===== config.mk =====
export PLATFORM = sky130hd
export DESIGN_NAME = if_pcu
export DESIGN_NICKNAME = d
export VERILOG_FILES = /design/src/rtl/if_pcu.sv
export SDC_FILE = /design/constraint.sdc
export NUM_CORES = 1
export LEC_CHECK = 0
export BUFFER_PORTS_ARGS = -buffer_cell sky130_fd_sc_hd__buf_2
export CORE_UTILIZATION = 35
export DETAILED_ROUTE_END_ITERATION = 6
export SYNTH_ARGS = -nofsm -noshare
export SYNTH_HDL_FRONTEND = slang
export SYNTH_SLANG_ARGS = --single-unit

===== constraint.sdc =====
create_clock -name clk -period 2.4 [get_ports clk]
set_input_delay 0 -clock clk [delete_from_list [all_inputs] [get_ports clk]]
set_output_delay 0 -clock clk [all_outputs]
set_load 0.05 [all_outputs]

===== src/rtl/if_pcu.sv =====
// Instruction-fetch program counter unit: prioritised next-PC selection,
// fetch address legality check and a two-state RUN/FAULT machine.
module if_pcu #(
  parameter int unsigned      WIDTH      = 32,
  parameter logic [WIDTH-1:0] RESET_PC   = WIDTH'(32'h0000_3000),
  parameter logic [WIDTH-1:0] TEXT_LO    = WIDTH'(32'h0000_3000),
  parameter logic [WIDTH-1:0] TEXT_HI    = WIDTH'(32'h0000_6ffc),
  parameter logic [WIDTH-1:0] HANDLER_PC = WIDTH'(32'h0000_4180)
) (
  input  logic             clk,
  input  logic             reset,
  input  logic             en,
  input  logic             br_taken,
  input  logic [WIDTH-1:0] br_target,
  input  logic             eret,
  input  logic [WIDTH-1:0] epc,
  input  logic             exc_flush,
  output logic [WIDTH-1:0] PC,
  output logic [4:0]       ExcCode,
  output logic             fetch_valid,
  output logic             redirected
);

  localparam logic [4:0]       EXC_NONE = 5'd0;
  localparam logic [4:0]       EXC_ADEL = 5'd4;
  localparam logic [WIDTH-1:0] PC_STEP  = WIDTH'(32'd4);

  typedef enum logic [0:0] {
    RUN   = 1'b0,
    FAULT = 1'b1
  } state_t;

  state_t           state;
  logic [WIDTH-1:0] cand;
  logic             load;
  logic             redirect;
  logic             cand_fault;

  // The handler entry is trusted; anything else must be word aligned inside the text window.
  function automatic logic addr_fault(input logic [WIDTH-1:0] addr);
    if (addr == HANDLER_PC) begin
      return 1'b0;
    end else begin
      return (addr[1:0] != 2'b00) || (addr < TEXT_LO) || (addr > TEXT_HI);
    end
  endfunction

  // Next-address selection: flush and eret bypass the stall and the FAULT state.
  always_comb begin
    cand     = PC + PC_STEP;
    load     = 1'b0;
    redirect = 1'b0;
    if (exc_flush) begin
      cand     = HANDLER_PC;
      load     = 1'b1;
      redirect = 1'b1;
    end else if (eret) begin
      cand     = epc;
      load     = 1'b1;
      redirect = 1'b1;
    end else if (en && (state == RUN)) begin
      load = 1'b1;
      if (br_taken) begin
        cand     = br_target;
        redirect = 1'b1;
      end else begin
        cand     = PC + PC_STEP;
        redirect = 1'b0;
      end
    end else begin
      load     = 1'b0;
      redirect = 1'b0;
    end
    cand_fault = addr_fault(cand);
  end

  // PC, exception code, state machine and status flags; a faulting address is kept in PC.
  always_ff @(posedge clk or posedge reset) begin
    if (reset) begin
      PC          <= RESET_PC;
      ExcCode     <= EXC_NONE;
      state       <= RUN;
      fetch_valid <= 1'b1;
      redirected  <= 1'b0;
    end else if (load) begin
      PC          <= cand;
      ExcCode     <= cand_fault ? EXC_ADEL : EXC_NONE;
      state       <= cand_fault ? FAULT : RUN;
      fetch_valid <= ~cand_fault;
      redirected  <= redirect;
    end else begin
      redirected  <= 1'b0;
    end
  end

endmodule


After elaboration in Yosys (flattened, before gate mapping). Index checks and enable logic that the tools add are counted.

Register bits: 40. Bits of input ports: 70. Output and inout port bits: 39. Logic and storage cells: 30.

Add/sub/neg operators: 1. Magnitude comparators: 2. Equal/unequal tests: 1. Multiplexer cells: 15. Bitwise gates (word level): 2. Reductions and logical operators: 4.

Operators with widths (number): $mux 32 (4); $add 32x3->32 const B (1); $eq 32x15->1 const B (1); $gt 32x15->1 const B (1); $lt 32x14->1 const B (1); $mux 1 (10); $mux 3 (1); $logic_or 1x1->1 (2); $not 1->1 (2); $reduce_bool 2->1 (1); $logic_and 1x1->1 (1).

Longest topological paths before layout. Gate-level depths: netlist (run 1).

Depth in word-level cells: 10. Depth in mapped cells: 10. Depth with buffers taken out: 8.

Least setup slack after synthesis (run 1). OpenSTA, ideal clock, no wires.

Path type: flip-flop to flip-flop. Start point: reg PC[2]. End point: reg fetch_valid. Library setup time: 79 ps. Arrival: 2846 ps. Data required time: 2321 ps. Path slack: -525 ps. Cell stages (with the launch flop): 10. Path buffers: 1. Clock period less this slack: 2925 ps. Path through: dfrtp_1 > ha_1 > nand3_1 > or4_4 > buf_6 > or4_1 > nand3_1 > a22oi_1 > and4b_1 > a32o_2.

Cells in the longest elaborated chain, start to end: 10. Elaborated cells between the ends (all ways): 12. Those cells by class: 1 x add/sub; 2 x order compare; 1 x eq/ne; 5 x mux; 1 x bitwise; 2 x reduce/logical.

Ends and longest elaborated chain: start: declaration (RTL line 18) `output logic [WIDTH-1:0] PC,`; start signal: assignment (RTL line 86) `PC <= cand;`; $add 32x3->32 (*) (RTL line 50, 67); $mux 32 (RTL line 63) `if (br_taken) begin`; $mux 32 (*) (RTL line 61) `end else if (en && (state == RUN)) begin`; $mux 32 (*) (RTL line 57) `end else if (eret) begin`; $mux 32 (*) (RTL line 53) `if (exc_flush) begin`; $lt 32x14->1 (RTL line 44) `return (addr[1:0] != 2'b00) || (addr < TEXT_LO) || (addr > TEXT_HI);`; $logic_or 1x1->1 (2 in a row) (RTL line 44); $mux 1 (*) (RTL line 41) `if (addr == HANDLER_PC) begin`; $not 1->1 (*) (RTL line 89) `fetch_valid <= ~cand_fault;`; end signal: assignment (RTL line 89); end: declaration (RTL line 20) `output logic fetch_valid,`.

Mark *: on every way between the ends. The rest lies on a longest branch, timed or not. A chain may end at the register's enable or synchronous reset.

Worst setup path in the final report (run 1).
Start point: reg PC[12]. End point: reg fetch_valid.

Same word-level chain as after synthesis.

==> results.toml, run 1 <==
[drt]
routedWlPerCell_um = 16.1
wl_mm = 10.1
drcViolationCount = 0
ant_nets = 0
dr.pass1.iters = 5
post_drt_via_cell_ratio = 5.49
num_vias = 3426
drtIter0Drc = 169

[worst_setup_path]
path_common_cell = "or4_4"
crit_required_ns = 2.62
slowest_stage = "dfstp_4"
worstSetupPathType = "register to register"
worstPathMaxFanout = 6
regToRegSetupSlack_ns = -0.28
critPathArrivalTime_ns = 2.89
critPathBufInv = 1
crit_family = "simple AND/OR/NAND/NOR gates"
cp-end-kind = "register"
crit_path_start_kind = "register"
path_cells = "nand4_1 -> or4_4 -> buf_6 -> or4_4 -> nand3_2 -> a22oi_2 -> and4b_1 -> a32o_2"
slowest_delay_ns = 0.64

[logic_synthesis]
syn_avg_cell_area_sq_um = 7.87
synthTopCellsByArea = "dfrtp_1, nand2_1, nor2_1, a21oi_1, nand3_1"
synth_edf_count = 0
postSynthCellCount = 377
syn_area_sq_um = 2970
synth_top_cell_by_area = "dfrtp_1"
ys_async_sr_fraction = 1.00
synth_ff_type = "dfrtp_1"
seq_area_frac_synth = 0.297
synth_seq_cells = 35
ys_warn_count = 0
synth_cell_type_count = 63
synth_top_area_share = 0.270

[grt]
grt_pass1_vias = 3250
grt_max_degree = 36
grt_pass1_wl_mm = 16.0
grt.overflow.total = 0
antenna_found_initial = 0
gr-usage-all-layers = 0.232

[sta]
max_freq_mhz = 374
slew-limit-headroom = 0.653
fin_crit_sh = 1.11
setup_viol = 2
period_minus_slack_ns = 2.68
clock_skew_ns = 0.0115
hold_violations = 0
setup_slack_ns = -0.275
worst_pin_slew_ns = 0.508
rsz0062_at_grt = "true"
holdWs_ns = 0.00208
slew_violations = 0

[floorplanning]
die_h_um = 94.0
io_pins = 109
rows = 33
dieArea_sq_um = 8840
coreArea_sq_um = 8220
start_util = 0.361
die_x_um = 94.0

[placed_design]
io_buffers = 104
place_hpwl_mm = 7.34
dp_worst_setup_slack_ns = -0.219
gp_congestion = 0.879

[clock_tree]
clkSinkCount = 35
clock_path_buffers = 2
htreeDepth = 2
cts-buffers-inserted = 5
clk_pin_slew_worst_paths_ns = 0.08
clock-root-buffer = "clkbuf_8"
worstSkewPairLatency_ns = 0.29
cts_tree = "done"

[cells_and_area]
syn_to_final_growth_pct = 38.6
n_fill_cell = 817
diodes = 0
drive_gt1_frac = 0.418
nets = 589
post-route-util = 0.500

[power]
vdd_ir_drop_max_mv = 0.204
power_density_nw_per_um2 = 449
finalPower_mw = 1.85
p_leak_nw = 1.88

[run_status]
violations = "setup timing"
status = "complete, but fails checks"

[job]
maxCapViolations = 0

[worst_hold_path]
min_path_type = "primary input to register"
==> registers in the layout, summed over array words and instances (netlist names) <==
signal / cells
fetch_valid: 1
redirected: 1
ExcCode: 1
PC: 32
==> layout by cell type (no fill, tap or decap), types with 7 or more instances in the layout <==
| cell type | synthesis | layout |
|---|---|---|
| or3_1 | 11 | 11 |
| nand3_1 | 20 | 16 |
| dfrtp_2 | 0 | 10 |
| inv_1 | 9 | 9 |
| xnor2_1 | 8 | 8 |
| buf_4 | 7 | 56 |
| buf_2 | 1 | 104 |
| a21oi_1 | 22 | 22 |
| nand2_1 | 63 | 63 |
| a211oi_1 | 7 | 7 |
| o21ai_0 | 17 | 17 |
| nor3_1 | 15 | 12 |
| nor2_1 | 33 | 33 |
| dfrtp_1 | 32 | 22 |
==> worst paths after layout <==
check / endpoint / cells after the start / from
min in group asynchronous: PC[9] / 4 / reset
setup / recovery: fetch_valid / 8 / PC[12]
max in group asynchronous: fetch_valid / 4 / reset
hold reg to reg: PC[31] / 2 / PC[31]
hold / removal: PC[1] / 3 / epc[1]
setup reg to reg: fetch_valid / 8 / PC[12]
==> cell usage after synthesis, types with 7 or more instances <==
| cell | number |
|---|---|
| a211oi_1 | 7 |
| a21oi_1 | 22 |
| buf_4 | 7 |
| clkbuf_1 | 16 |
| dfrtp_1 | 32 |
| inv_1 | 9 |
| nand2_1 | 63 |
| nand3_1 | 20 |
| nor2_1 | 33 |
| nor3_1 | 15 |
| o21ai_0 | 17 |
| or3_1 | 11 |
| or4_1 | 8 |
| xnor2_1 | 8 |
==> through the flow <==
stage / instance area, sq um / setup TNS [ns] / cells
after floorplan: 3050 / -0.329 / 380
after global placement: 3810 / -0.415 / 604
after detailed placement: 3810 / -0.428 / 604
after CTS: 3960 / -0.245 / 617
after global routing: 4110 / -0.981 / 624
final: 4110 / -0.465 / 624
==> metal layers <==
metal	global-route usage	up-vias	routed length, um
met5	0	-	0
met2	0.389	126	4820
met1	0.308	1631	4440
met4	0.0641	0	187
met3	0.0340	18	596
li1	-	1651	-
==> power by group <==
group | leakage [nW] | total [mW] | switching, mW | internal, mW
combinational | 1.41 | 0.694 | 0.443 | 0.250
sequential | 0.425 | 0.699 | 0.0555 | 0.643
clock | 0.0482 | 0.454 | 0.222 | 0.232
==> logic make-up (layout without fill, tap and decap cells) <==
family,Yosys count,after routing,share of synthesized area
other,1,4,0.00126
AND/OR/NAND/NOR,188,188,0.337
flip-flops,35,35,0.297
multiplexers,5,5,0.0173
AO/OA/AOI/OAI,87,87,0.197
XOR/XNOR,14,14,0.0414
buffers and inverters,46,185,0.105
adder cells (fa/ha/maj),1,1,0.00422
==> cell type report <==
| cell class | instances | area (sq um) | area share |
|---|---|---|---|
| Multi-Input combinational cell | 299 | 1940 | 0.471 |
| Timing Repair Buffer | 167 | 1010 | 0.247 |
| Sequential cell | 35 | 900 | 0.219 |
| Tap cell | 105 | 131 | 0.0320 |
| Clock buffer | 7 | 86.3 | 0.0210 |
| Inverter | 10 | 37.5 | 0.00913 |
| Clock inverter | 1 | 5.00 | 0.00122 |
==> what timing repair did <==
action / 4_1_cts / 5_1_grt
hold buffers: 3 / 1
pin swaps: 4 / 11
buffers inserted: 2 / 6
gates resized for setup: 3 / 20
endpoints found under the hold margin: 34 / 1
setup endpoints to repair: 2 / 3
==> worst min-delay path, stage by stage <==
cell and delay [ns]:
buf_2 0.10, nor2_1 0.09, a311oi_1 0.06
Note: power is estimated with default switching activity, not from simulation.
==> run 2, diff against run 1 <==
--- a/config.mk
+++ b/config.mk
@@ -6,8 +6,10 @@
 export NUM_CORES = 1
 export LEC_CHECK = 0
 export BUFFER_PORTS_ARGS = -buffer_cell sky130_fd_sc_hd__buf_2
+export CAP_MARGIN = 40
 export CORE_UTILIZATION = 35
 export DETAILED_ROUTE_END_ITERATION = 6
+export REMOVE_ABC_BUFFERS = 1
 export SYNTH_ARGS = -nofsm -noshare
 export SYNTH_HDL_FRONTEND = slang
 export SYNTH_SLANG_ARGS = --single-unit
==> results.toml, run 2 (synthesized netlist as in run 1, its figures left out) <==
[floorplanning]
io_pins = 109
die_x_um = 94.0
rows = 33
die_h_um = 94.0
coreArea_sq_um = 8220
dieArea_sq_um = 8840
start_util = 0.361

[drt]
post_drt_via_cell_ratio = 5.45
dr.pass1.iters = 5
num_vias = 3483
drcViolationCount = 0
drtIter0Drc = 206
routedWlPerCell_um = 16.5
ant_nets = 0
wl_mm = 10.5

[power]
finalPower_mw = 2.08
vdd_ir_drop_max_mv = 0.227
p_leak_nw = 1.94
power_density_nw_per_um2 = 493

[sta]
slew_violations = 0
setup_viol = 2
setup_slack_ns = -0.109
rsz0062_at_grt = "true"
fin_crit_sh = 1.05
holdWs_ns = 0.000647
clock_skew_ns = 0.00867
hold_violations = 0
max_freq_mhz = 399
period_minus_slack_ns = 2.51

[worst_setup_path]
crit_path_start_kind = "register"
worstSetupPathType = "register to register"
path_common_cell = "buf_4"
r2r_cells = 9
reg2reg_to = "fetch_valid"
worstPathMaxFanout = 5
cp-end-kind = "register"
crit_required_ns = 2.64
regToRegSetupSlack_ns = -0.11
reg2reg_from = "PC[12]"
slowest_stage = "dfstp_2"
path_cells = "nand4_1 -> or4_4 -> buf_4 -> mux2i_1 -> o221a_2 -> a21oi_2 -> nor4b_2 -> buf_4 -> a32o_2"
critPathArrivalTime_ns = 2.75
slowest_delay_ns = 0.57

[cells_and_area]
largest_reg_flops = 32
nets = 604
mostFrequentLayoutCells = "buf_2, buf_4, nand2_1"
regMostFlops = "PC"
diodes = 0
drive_gt1_frac = 0.404
final_area_sq_um = 4220
syn_to_final_growth_pct = 42.4
final_common_cell = "buf_2"

[clock_tree]
cts-buffers-inserted = 5
cts_tree = "done"
worstSkewPairLatency_ns = 0.30
clock-root-buffer = "clkbuf_8"
clkSinkCount = 35
clock_path_buffers = 2
clk_pin_slew_worst_paths_ns = 0.08
htreeDepth = 2

[grt]
grt_pass1_wl_mm = 16.3
grt_pass1_vias = 3216
grt_max_degree = 36
gr-usage-all-layers = 0.242
grt.overflow.total = 0
antenna_found_initial = 0

[run_status]
violations = "setup timing"
status = "complete, but fails checks"

[placed_design]
placed_area_sq_um = 3900
gp_congestion = 0.855
io_buffers = 104
place_hpwl_mm = 7.78

[worst_hold_path]
min_path_type = "primary input to register"
whs_path_depth = 3
holdPathEnd = "PC[10]"
min-delay-start = "epc[10]"

[job]
maxCapViolations = 0
[run 2: report_power, final]
group | total, mW | switching, mW | internal [mW]
registers | 0.695 | 0.0560 | 0.639
logic | 0.726 | 0.451 | 0.275
clock network | 0.659 | 0.245 | 0.415
total | 2.08 | 0.752 | 1.33
[run 2: how the worst max path moves through the flow]
stage                    start     endpoint  slack (ns)  cells after the start
finish                  PC[12]  fetch_valid       -0.11                      9
global route            PC[12]  fetch_valid       -0.21                      7
CTS                     PC[12]  fetch_valid       -0.12                      7
detailed placement       PC[2]  fetch_valid       -0.19                     10
global placement         PC[2]  fetch_valid       -0.23                     10
floorplan           ExcCode[2]  fetch_valid       -0.77                      6
[run 2: per-layer routing]
metal,share of wire,GRT usage,up-vias
met3,0.053,0.0340,15
met2,0.49,0.392,131
met1,0.44,0.332,1659
li1,-,-,1678
met4,0.020,0.0769,0
met5,0,0,-
[run 2: metrics by stage]
step	setup WS (ns)	instances	util	setup TNS, ns
floorplan	-0.769	344	-	-12.34
global placement	-0.233	620	0.472	-0.402
detailed placement	-0.192	621	0.475	-0.374
CTS	-0.120	636	0.509	-0.204
global route	-0.207	639	0.514	-0.365
finish	-0.109	639	0.514	-0.200
[run 2: layout make-up]
| type | count | area, sq um |
|---|---|---|
| Multi-Input combinational cell | 300 | 1890 |
| Inverter | 10 | 37.5 |
| Fill cell | 789 | 4000 |
| Timing Repair Buffer | 181 | 1150 |
| Clock buffer | 5 | 68.8 |
| Sequential cell | 35 | 880 |
| Tap cell | 105 | 131 |
| Clock inverter | 3 | 67.6 |
[run 2: critical path, delay by kind of cell, from the launching register on]
kind	cells	cell delay, ns
compound gates	3	0.44
buf+inv	2	0.33
flops	1	0.57
mux	1	0.14
simple gates	3	0.98
[run 2: repair_timing]
action,CTS,global route
cloned,1,0
pin swaps,5,2
hold endpoints to repair,27,0
hold buffers,6,0
buffers inserted,0,3
resized for setup,16,3
endpoints found under the setup margin,2,2
